==> src/rtl/fifo_pkg.sv <==
// Shared definitions for the parametrised FIFO: controller states, count width helper
// and default almost-flag thresholds.
package fifo_pkg;

    typedef enum logic {
        ST_IDLE  = 1'b0,
        ST_FLUSH = 1'b1
    } fifo_state_e;

    localparam int FIFO_AE_DEFAULT = 2;
    // almost_full default sits this many entries below DEPTH
    localparam int FIFO_AF_MARGIN  = 2;

    // Occupancy must represent 0..DEPTH inclusive, hence one extra bit.
    function automatic int fifo_cnt_width(input int depth_log2);
        return depth_log2 + 1;
    endfunction

endpackage

==> src/rtl/fifo_mem_dp.sv <==
// WIDTH x 2**DEPTH_LOG2 register array: synchronous write, asynchronous read for FWFT.
// Write lands on the clock edge; read is combinational, no backpressure.
module fifo_mem_dp #(
    parameter int WIDTH      = 32,
    parameter int DEPTH_LOG2 = 4
) (
    input  logic                  clock,
    input  logic                  we_i,
    input  logic [DEPTH_LOG2-1:0] waddr_i,
    input  logic [WIDTH-1:0]      wdata_i,
    input  logic [DEPTH_LOG2-1:0] raddr_i,
    output logic [WIDTH-1:0]      rdata_o
);

    localparam int DEPTH = 2 ** DEPTH_LOG2;

    logic [WIDTH-1:0] mem_q [DEPTH];

    always_ff @(posedge clock) begin
        if (we_i) begin
            mem_q[waddr_i] <= wdata_i;
        end
    end

    assign rdata_o = mem_q[raddr_i];

endmodule

==> src/rtl/fifo_ctrl_param.sv <==
// ce-gated synchronous FWFT FIFO with count, almost flags, sticky errors and a flush FSM.
// Flags/count settle one cycle after an accepted op; full/flush reject pushes and raise o_overflow.
module fifo_ctrl_param
    import fifo_pkg::*;
#(
    parameter int WIDTH      = 32,
    parameter int DEPTH_LOG2 = 4,
    parameter int AF_LEVEL   = (2 ** DEPTH_LOG2) - FIFO_AF_MARGIN,
    parameter int AE_LEVEL   = FIFO_AE_DEFAULT
) (
    input  logic                  clock,
    input  logic                  reset_n,
    input  logic                  ce,
    input  logic                  i_push,
    input  logic [WIDTH-1:0]      i_push_data,
    input  logic                  i_pop,
    output logic [WIDTH-1:0]      o_pop_data,
    output logic                  o_full,
    output logic                  o_empty,
    output logic [DEPTH_LOG2:0]   o_count,
    output logic                  o_almost_full,
    output logic                  o_almost_empty,
    output logic                  o_overflow,
    output logic                  o_underflow,
    input  logic                  i_flush_req,
    output logic                  o_flush_busy
);

    localparam int CW    = fifo_cnt_width(DEPTH_LOG2);
    localparam int DEPTH = 2 ** DEPTH_LOG2;

    localparam logic [CW-1:0]         DEPTH_C = CW'(DEPTH);
    localparam logic [CW-1:0]         AF_C    = CW'(AF_LEVEL);
    localparam logic [CW-1:0]         AE_C    = CW'(AE_LEVEL);
    localparam logic [CW-1:0]         CNT_ONE = CW'(1);
    localparam logic [DEPTH_LOG2-1:0] PTR_ONE = DEPTH_LOG2'(1);

    fifo_state_e           state_q, state_d;
    logic [DEPTH_LOG2-1:0] wr_ptr_q, wr_ptr_d;
    logic [DEPTH_LOG2-1:0] rd_ptr_q, rd_ptr_d;
    logic [CW-1:0]         count_q, count_d;
    logic                  ovf_q, ovf_d;
    logic                  unf_q, unf_d;

    logic                  ops_open;
    logic                  push_acc;
    logic                  pop_acc;
    logic [WIDTH-1:0]      rd_data;

    // A flush request claims the cycle, so push/pop alongside it count as rejected.
    assign ops_open = ce && (state_q == ST_IDLE) && !i_flush_req;
    assign pop_acc  = ops_open && i_pop && (count_q != '0);
    assign push_acc = ops_open && i_push && ((count_q != DEPTH_C) || pop_acc);

    always_comb begin
        state_d  = state_q;
        wr_ptr_d = wr_ptr_q;
        rd_ptr_d = rd_ptr_q;
        count_d  = count_q;
        ovf_d    = ovf_q | (ce && i_push && !push_acc);
        unf_d    = unf_q | (ce && i_pop && !pop_acc);

        if (ce) begin
            case (state_q)
                ST_IDLE: begin
                    if (i_flush_req) begin
                        state_d = ST_FLUSH;
                    end
                    if (push_acc) begin
                        wr_ptr_d = wr_ptr_q + PTR_ONE;
                    end
                    if (pop_acc) begin
                        rd_ptr_d = rd_ptr_q + PTR_ONE;
                    end
                    if (push_acc && !pop_acc) begin
                        count_d = count_q + CNT_ONE;
                    end else if (pop_acc && !push_acc) begin
                        count_d = count_q - CNT_ONE;
                    end
                end
                ST_FLUSH: begin
                    if (count_q != '0) begin
                        rd_ptr_d = rd_ptr_q + PTR_ONE;
                        count_d  = count_q - CNT_ONE;
                    end
                    // Leave on the cycle that drains the last entry (or at once if already empty).
                    if (count_q <= CNT_ONE) begin
                        state_d = ST_IDLE;
                    end
                end
                default: state_d = ST_IDLE;
            endcase
        end
    end

    always_ff @(posedge clock or negedge reset_n) begin
        if (!reset_n) begin
            state_q  <= ST_IDLE;
            wr_ptr_q <= '0;
            rd_ptr_q <= '0;
            count_q  <= '0;
            ovf_q    <= 1'b0;
            unf_q    <= 1'b0;
        end else begin
            state_q  <= state_d;
            wr_ptr_q <= wr_ptr_d;
            rd_ptr_q <= rd_ptr_d;
            count_q  <= count_d;
            ovf_q    <= ovf_d;
            unf_q    <= unf_d;
        end
    end

    fifo_mem_dp #(
        .WIDTH      (WIDTH),
        .DEPTH_LOG2 (DEPTH_LOG2)
    ) u_mem (
        .clock   (clock),
        .we_i    (push_acc),
        .waddr_i (wr_ptr_q),
        .wdata_i (i_push_data),
        .raddr_i (rd_ptr_q),
        .rdata_o (rd_data)
    );

    // Memory is not reset, so mask the head while empty to present a clean zero.
    assign o_pop_data     = (count_q == '0) ? '0 : rd_data;
    assign o_full         = (count_q == DEPTH_C);
    assign o_empty        = (count_q == '0);
    assign o_count        = count_q;
    assign o_almost_full  = (count_q >= AF_C);
    assign o_almost_empty = (count_q <= AE_C);
    assign o_overflow     = ovf_q;
    assign o_underflow    = unf_q;
    assign o_flush_busy   = (state_q == ST_FLUSH);

endmodule

==> config.mk <==
export PLATFORM = sky130hd
export DESIGN_NAME = fifo_ctrl_param
export DESIGN_NICKNAME = d
export VERILOG_FILES = /design/src/rtl/fifo_pkg.sv /design/src/rtl/fifo_mem_dp.sv /design/src/rtl/fifo_ctrl_param.sv
export SDC_FILE = /design/constraint.sdc
export NUM_CORES = 1
export LEC_CHECK = 0
export ABC_AREA = 1
export ABC_CLOCK_PERIOD_IN_PS = 4100
export CAP_MARGIN = 20
export CELL_PAD_IN_SITES_DETAIL_PLACEMENT = 0
export CELL_PAD_IN_SITES_GLOBAL_PLACEMENT = 1
export CORE_AREA = 4 4 224 226
export CTS_CLUSTER_SIZE = 20
export DETAILED_ROUTE_END_ITERATION = 10
export DIE_AREA = 0 0 228 230
export PLACE_DENSITY = 0.78
export SETUP_SLACK_MARGIN = 0.1
export SLEW_MARGIN = 20
export SYNTH_ARGS = -nofsm -noshare
export SYNTH_HDL_FRONTEND = slang
export SYNTH_HIERARCHICAL = 1
export SYNTH_SLANG_ARGS = --single-unit
==> constraint.sdc <==
create_clock -name clock -period 4.1 [get_ports clock]
set_clock_uncertainty 0.05 [all_clocks]
set_input_delay 0.82 -clock clock [delete_from_list [all_inputs] [get_ports clock]]
set_output_delay 0.82 -clock clock [all_outputs]
set_load 0.05 [all_outputs]
==> results of run 1 <==
## critical path, stage by stage (launching register included)
cell	delay, ns
dfrtp_4	0.67
inv_16	0.28
buf_4	0.33
nand2_1	0.08
nand2_1	0.06
nand2_1	0.04
nand3_1	0.08
nand3_1	0.18
nand2_1	0.15
nand2_1	0.06
inv_1	0.11
buf_12	0.14
## final timing paths
kind | slack (ns) | start | cells after the start | end
min in group asynchronous | 0.62 | reset_n | 1 | o_underflow$_DFF_PN0_
min | 0.43 | o_underflow$_DFF_PN0_ | 1 | o_underflow$_DFF_PN0_
max in group asynchronous | 2.83 | reset_n | 1 | rd_ptr_q[1]$_DFFE_PN0P_
max | 0.38 | rd_ptr_q[0]$_DFFE_PN0P_ | 11 | o_pop_data[13]
max reg2reg | 1.06 | o_count[0]$_DFFE_PN0P_ | 10 | u_mem/mem_q[12][6]$_DFFE_PP_
min reg2reg | 0.43 | o_underflow$_DFF_PN0_ | 1 | o_underflow$_DFF_PN0_
## stage by stage
step                std cells  worst slack [ns]  hold WS [ns]  total power (uW)
global route             3027            0.1774        0.4584             20140
detailed placement       2927            0.4723        0.4189             14340
global placement         2927            0.5673        0.4181             14290
floorplan                2291            0.2307        0.4428             11750
CTS                      3025            0.1732        0.4325             19160
finish                   3027            0.3838        0.4298             19110
## repair_timing
action / 4_1_cts / 5_1_grt
endpoints found under the hold margin: 0 / 0
resized for setup: 0 / 3
setup endpoints to repair: 0 / 21
setup buffers: 0 / 1
## cell usage in the layout, fill, tap and decap left out, types with 12 or more instances in the layout
master,count
inv_1,431
nand2_1,747
buf_4,46
edfxtp_1,512
dfrtp_1,12
clkinv_2,13
nor2_4,18
clkbuf_1,15
nand3_1,397
buf_12,30
clkdlybuf4s50_1,49
clkbuf_16,56
## sequential cells by signal, summed over array words and instances (netlist names)
name / cells
u_mem/mem_q: 512
o_count: 5
rd_ptr_q: 4
wr_ptr_q: 4
o_flush_busy: 1
o_overflow: 1
o_underflow: 1
## area by class of cell
cell class / count / area (um^2)
clock buffer: 71 / 1446
clock inverter: 27 / 282.8
fill: 4035 / 21450
inverter: 439 / 1668
multi-input combinational: 1212 / 5424
sequential: 528 / 15790
tap: 622 / 778.2
timing repair buffer: 128 / 1504
## per-layer routing
metal	up-vias	share of wire, %
met5	-	0
met4	0	2.4
met3	88	6.1
li1	7491	-
met2	427	48
met1	7429	44
## cells by family (layout without fill, tap and decap cells)
group / Yosys count / count (layout) / share of synthesized area [%]
flip-flops: 528 / 528 / 67.16
AND/OR/NAND/NOR: 1187 / 1187 / 21.62
AO/OA/AOI/OAI: 8 / 8 / 0.2131
buffers and inverters: 551 / 665 / 10.26
adder cells (fa/ha/maj): 7 / 7 / 0.3729
XOR/XNOR: 10 / 10 / 0.3729
## power breakdown
group          total, uW  switching [uW]  internal (uW)
Clock               4800            1960           2850
Sequential          6310             251           6060
Combinational       8000            5400           2590
Total              19100            7610          11500
==> summary.md, run 1 <==
| Metric | Value |
|---|---|
| Status | `completed` |
| Antenna diode count | `0` |
| TritonCTS clock tree | `built` |
| Pleak | `0.01160 uW` |
| Die Wd | `228 um` |
| RSZ-0062 raised after global routing | `no` |
| Top Ports | `82` |
| Cell Area, Synth | `23490 um^2` |
| Met1 Use GR | `28.30%` |
| Sequential element share of the synthesized area | `67.16%` |
| Post-synth EDFFs | `512` |
| Tmin final | `about 3.7 ns` |
| Via-to-Cell Ratio | `5.099` |
| Worst-path fanout max | `between 60 and 70` |
| Slew Viols, Final | `0` |
| Area delta synth->final | `14.47%` |
| First-pass GRT wire length | `between 80 and 90 mm` |
| Worst slew pin tran | `0.9319 ns` |
| Top cells by area, synth | `edfxtp_1 (65%), nand2_1 (12%), nand3_1 (8.5%)` |
| Count leader, synth | `nand2_1` |
| CP Capture Type | `primary output` |
| Hold Path Class | `reg -> reg` |
| First-iteration detailed-routing DRC count | `1298` |
| Antenna-violating nets left | `0` |
| Longest Clk Path Bufs | `3` |
| Startpoint types | `register` |
| Syn. warnings | `6` |
| Grt met3 use | `3.878%` |
| Vias in the first global route | `15.03k` |
| Port Buffers | `81` |
| Worst path arrival time | `2.85 ns` |
| GRT Overall Usage | `a little over a fifth` |
| Dominant synthesized flop cell | `edfxtp_1` |
| Initial core utilization | `48.59%` |
| Most instantiated cells after synthesis | `nand2_1 (747), edfxtp_1 (512), inv_1 (433)` |
| Clock transition at path regs | `0.06 ns` |
| Cells after Synth | `2291` |
| Routability cong. | `0.8284` |
| Final worst path period share | `approximately nine tenths` |
| Worst vdd ir | `0.4962 mV` |
| Achievable Freq | `0.2691 GHz` |
| GR Overflow Total | `0` |
| Largest net degree at the start of global routing | `166` |
| Layout cell share with drive strength beyond 1 | `8.399%` |
| Critical path required time | `3.23 ns` |
| Avg Inst Size Synth | `between 10 and 15 um^2` |
| Syn_nets | `2336` |
| CTS sink count | `between 500 and 600` |
| Final setup vio count | `0` |
| Max_cap viols | `0` |
| Final hold vios | `0` |
| Yosys top cell by area | `edfxtp_1` |
| Fin util | `between 50% and 60%` |
| CTS hold repair buffers | `0` |
| DR vias | `15.44k` |
| Gr busiest metal | `met2` |
| Asr flop ratio synth | `3.030%` |
| Cell Rows | `just over 80` |
| Synth cell types | `30` |
| TritonCTS Buffers | `54` |
| Setup TNS | `0 ns` |
| Fin nets | `2408` |
| Die H | `230 um` |
| Top-area cell type share of the netlist area | `65.46%` |
| Drt wl/cell | `around 19 um` |
| Cell area after layout | `26890 um^2` |
| Clk_lat worst skew | `0.58 ns` |
| Core Region | `48340 um^2` |
| Post-DP HPWL | `31.82 mm` |
| Placed inst area | `about 25000 um^2` |
| Drt pass-1 iters | `5` |
| H-tree levels | `2` |
| CTS Root Cell | `clkbuf_16` |
| Rel. slew slack | `a little under two fifths` |
| Met2 global-route usage | `34.85%` |
| Pwr dens | `710.8 nW/um^2` |
| DRC | `0` |
| Initial antenna violation count | `0` |
| Total die area | `52440 um^2` |
| Drt total wl | `between 50 and 60 mm` |
| CP Class | `reg -> out` |
| Register bit total from synthesis | `528` |
Power figures use the tool's default switching activity.
==> run 2: changes to the inputs <==
CTS_CLUSTER_SIZE = 40   (was 20)
TNS_END_PERCENT = 5   (was default)
==> results of run 2 <==
Final layout, timing and power as in run 1 (identical DEF).
==> run 3: changes to the inputs <==
CTS_CLUSTER_DIAMETER = 200   (was default)
==> run 3 against run 2 <==
  * Wire length decreased by 1.6%
  * Sequential share of layout area grew 2.7 points
  * Flip-flop and latch count stayed put
  * Critical endpoint is now o_pop_data[21]
  * Largest power group unchanged
==> summary.md, run 3 (synthesis results as in run 1) <==
| Metric | Value |
|---|---|
| Status | `completed (unchanged)` |
| Worst Hold Depth | `1 (unchanged)` |
| Layout cell share with drive strength beyond 1 | `6.405% (was 8.399%)` |
| H-tree levels | `1 (was 2)` |
| Drt pass-1 iters | `5 (unchanged)` |
| Final Power | `16690 uW (was 19110 uW)` |
| Commonest non-fill, non-tap cell in the layout | `nand2_1 (unchanged)` |
| Hold Path Class | `reg -> reg (unchanged)` |
| CTS Root Cell | `clkbuf_16 (unchanged)` |
| Max FFs per register | `512 (unchanged)` |
| Die Wd | `228 um (unchanged)` |
| Cell Rows | `81 (unchanged)` |
| Top Ports | `82 (unchanged)` |
| Slew Viols, Final | `0 (unchanged)` |
| Most frequent cells in the layout | `nand2_1 (747), edfxtp_1 (512), inv_1 (431) (unchanged)` |
| Longest Clk Path Bufs | `3 (unchanged)` |
| First-pass GRT wire length | `83.50 mm (was 85.22 mm)` |
| Port Buffers | `81 (unchanged)` |
| Final hold vios | `0 (unchanged)` |
| Largest Register | `u_mem/mem_q (unchanged)` |
| DR vias | `15.27k (was 15.44k)` |
| Largest net degree at the start of global routing | `166 (unchanged)` |
| Psw | `7191 uW (was 7610 uW)` |
| Setup TNS | `0 ns (unchanged)` |
| Via-to-Cell Ratio | `5.151 (was 5.099)` |
| First-iteration detailed-routing DRC count | `1257 (was 1298)` |
| Antenna-violating nets left | `0 (unchanged)` |
| Worst-path fanout max | `43 (was 65)` |
| TritonCTS clock tree | `built (unchanged)` |
| Clk pwr share | `14.1% (was 25.1%)` |
| Max_cap viols | `0 (unchanged)` |
| Worst vdd ir | `0.3976 mV (was 0.4962 mV)` |
| Routability cong. | `0.8284 (unchanged)` |
| Post-DP HPWL | `31.82 mm (unchanged)` |
| Fin nets | `2376 (was 2408)` |
| Filler cell count | `4168 (was 4035)` |
| P_int | `9496 uW (was 11500 uW)` |
| Slowest cell on the critical path | `dfrtp_4 (unchanged)` |
| Worst path arrival time | `2.82 ns (was 2.85 ns)` |
| Worst Reg-to-Reg Cells | `10 (unchanged)` |
| Cells along the critical path | `buf_4 -> nand3_1 -> nand3_1 -> nand3_1 -> nand2_1 -> nand2_1 -> inv_1 -> buf_12 (was inv_16 -> buf_4 -> nand2_1 -> nand2_1 -> nand2_1 -> nand3_1 -> nand3_1 -> nand2_1 -> nand2_1 -> inv_1 -> buf_12)` |
| CP max stage delay | `0.76 ns (was 0.67 ns)` |
| Drt wl/cell | `18.60 um (was 18.51 um)` |
| Achievable Freq | `0.2711 GHz (was 0.2691 GHz)` |
| Vias in the first global route | `14.64k (was 15.03k)` |
| Initial core utilization | `48.59% (unchanged)` |
| Comb pwr share | `48.4% (was 41.8%)` |
| Tmin final | `3.689 ns (was 3.716 ns)` |
| Area delta synth->final | `9.407% (was 14.47%)` |
| Rel. slew slack | `38.44% (was 37.87%)` |
| CP Class | `reg -> out (unchanged)` |
| Final worst slack | `0.4110 ns (was 0.3838 ns)` |
| Initial antenna violation count | `0 (unchanged)` |
| Setup WS pre-CTS | `0.4723 ns (unchanged)` |
| Switching share of total power | `43.09% (was 39.82%)` |
| Startpoint types | `register (unchanged)` |
| Critical path required time | `3.23 ns (about the same)` |
| Final worst path period share | `89.98% (was 90.64%)` |
| CTS sink count | `528 (unchanged)` |
| Sequential Power Share | `37.6% (was 33.0%)` |
| RSZ-0062 raised after global routing | `no (unchanged)` |
| Drt total wl | `55.15 mm (was 56.03 mm)` |
| Core Region | `48340 um^2 (unchanged)` |
| Pleak | `0.01101 uW (was 0.01160 uW)` |
| Pwr dens | `649.4 nW/um^2 (was 710.8 nW/um^2)` |
| Clk_lat worst skew | `0.57 ns (was 0.58 ns)` |
| Worst slew pin tran | `0.9234 ns (was 0.9319 ns)` |
| GRT Overall Usage | `20.27% (was 20.86%)` |
| DRC | `0 (unchanged)` |
| TritonCTS Buffers | `17 (was 54)` |
| GR Overflow Total | `0 (unchanged)` |
| Worst path most repeated cell | `nand3_1 (was nand2_1)` |
| Antenna diode count | `0 (unchanged)` |
| Final setup vio count | `0 (unchanged)` |
| Total die area | `52440 um^2 (unchanged)` |
| Die H | `230 um (unchanged)` |
| Clock transition at path regs | `0.14 ns (was 0.06 ns)` |
| CP Capture Type | `primary output (unchanged)` |
-- run 3: changes by cell type in the layout (fill, tap and decap cells not counted), sizes merged --
cell and change:
buf +5, bufinv -6, clkinv -17, clkinvlp -1
clkbuf -43, inv -1
-- run 3: routing by layer --
metal	wire length, um	up-vias	track usage [%]	part of all wire [%]
li1	-	7385	-	-
met1	24070	7410	28.09	44
met2	26720	407	34.58	48
met3	3299	67	2.577	6.0
met4	1061	0	4.631	1.9
met5	0	-	0	0
-- run 3: power groups by stage --
stage	combinational, uW	sequential (uW)	clock, uW
final	8070	6270	2350
after global placement	7860	6420	0
after detailed placement	7910	6430	0
after global routing	8750	6290	2590
after floorplan	5390	6350	0
after CTS	7930	6310	2410
-- run 3: what timing repair did --
item,4_1_cts,5_1_grt
setup buffers,0,6
endpoints found under the hold margin,0,0
resized for setup,0,2
hold buffers,0,0
endpoints found under the setup margin,0,22
-- run 3: final cells by class --
class,count,area [um^2],share of cell area [%]
Tap cell,622,778.2,3.028
Clock inverter,2,38.79,0.1509
Clock buffer,28,466.7,1.816
Sequential cell,528,15790,61.42
Timing Repair Buffer,133,1541,5.998
Inverter,439,1664,6.476
Multi-Input combinational cell,1212,5424,21.11
-- run 3: worst max-delay path, delay by kind of cell, from the launching register on --
| kind | cells | cell delay, ns |
|---|---|---|
| buf+inv | 3 | 0.80 |
| flops | 1 | 0.76 |
| simple gates | 5 | 0.68 |
-- run 3: metrics by stage --
| stage | cells | area [um^2] | util [%] | hold WS, ns |
|---|---|---|---|---|
| 4_1_cts | 2957 | 25610 | 52.97 | 0.4506 |
| 2_1_floorplan | 2291 | 23490 | - | 0.4428 |
| 3_3_place_gp | 2927 | 25100 | 51.93 | 0.4181 |
| 3_5_place_dp | 2927 | 25100 | 51.93 | 0.4189 |
| 6_report | 2964 | 25700 | 53.16 | 0.4464 |
| 5_1_grt | 2964 | 25700 | 53.16 | 0.4777 |
-- run 3: path summary, 6_finish.rpt --
path / from / endpoint / slack [ns]
worst max register to register: o_count[0]$_DFFE_PN0P_ / u_mem/mem_q[13][27]$_DFFE_PP_ / 1.04
max in group asynchronous: reset_n / rd_ptr_q[1]$_DFFE_PN0P_ / 2.84
worst max-delay path: rd_ptr_q[1]$_DFFE_PN0P_ / o_pop_data[21] / 0.41
worst min register to register: o_underflow$_DFF_PN0_ / o_underflow$_DFF_PN0_ / 0.45
min in group asynchronous: reset_n / wr_ptr_q[0]$_DFFE_PN0P_ / 0.61
worst min-delay path: o_underflow$_DFF_PN0_ / o_underflow$_DFF_PN0_ / 0.45
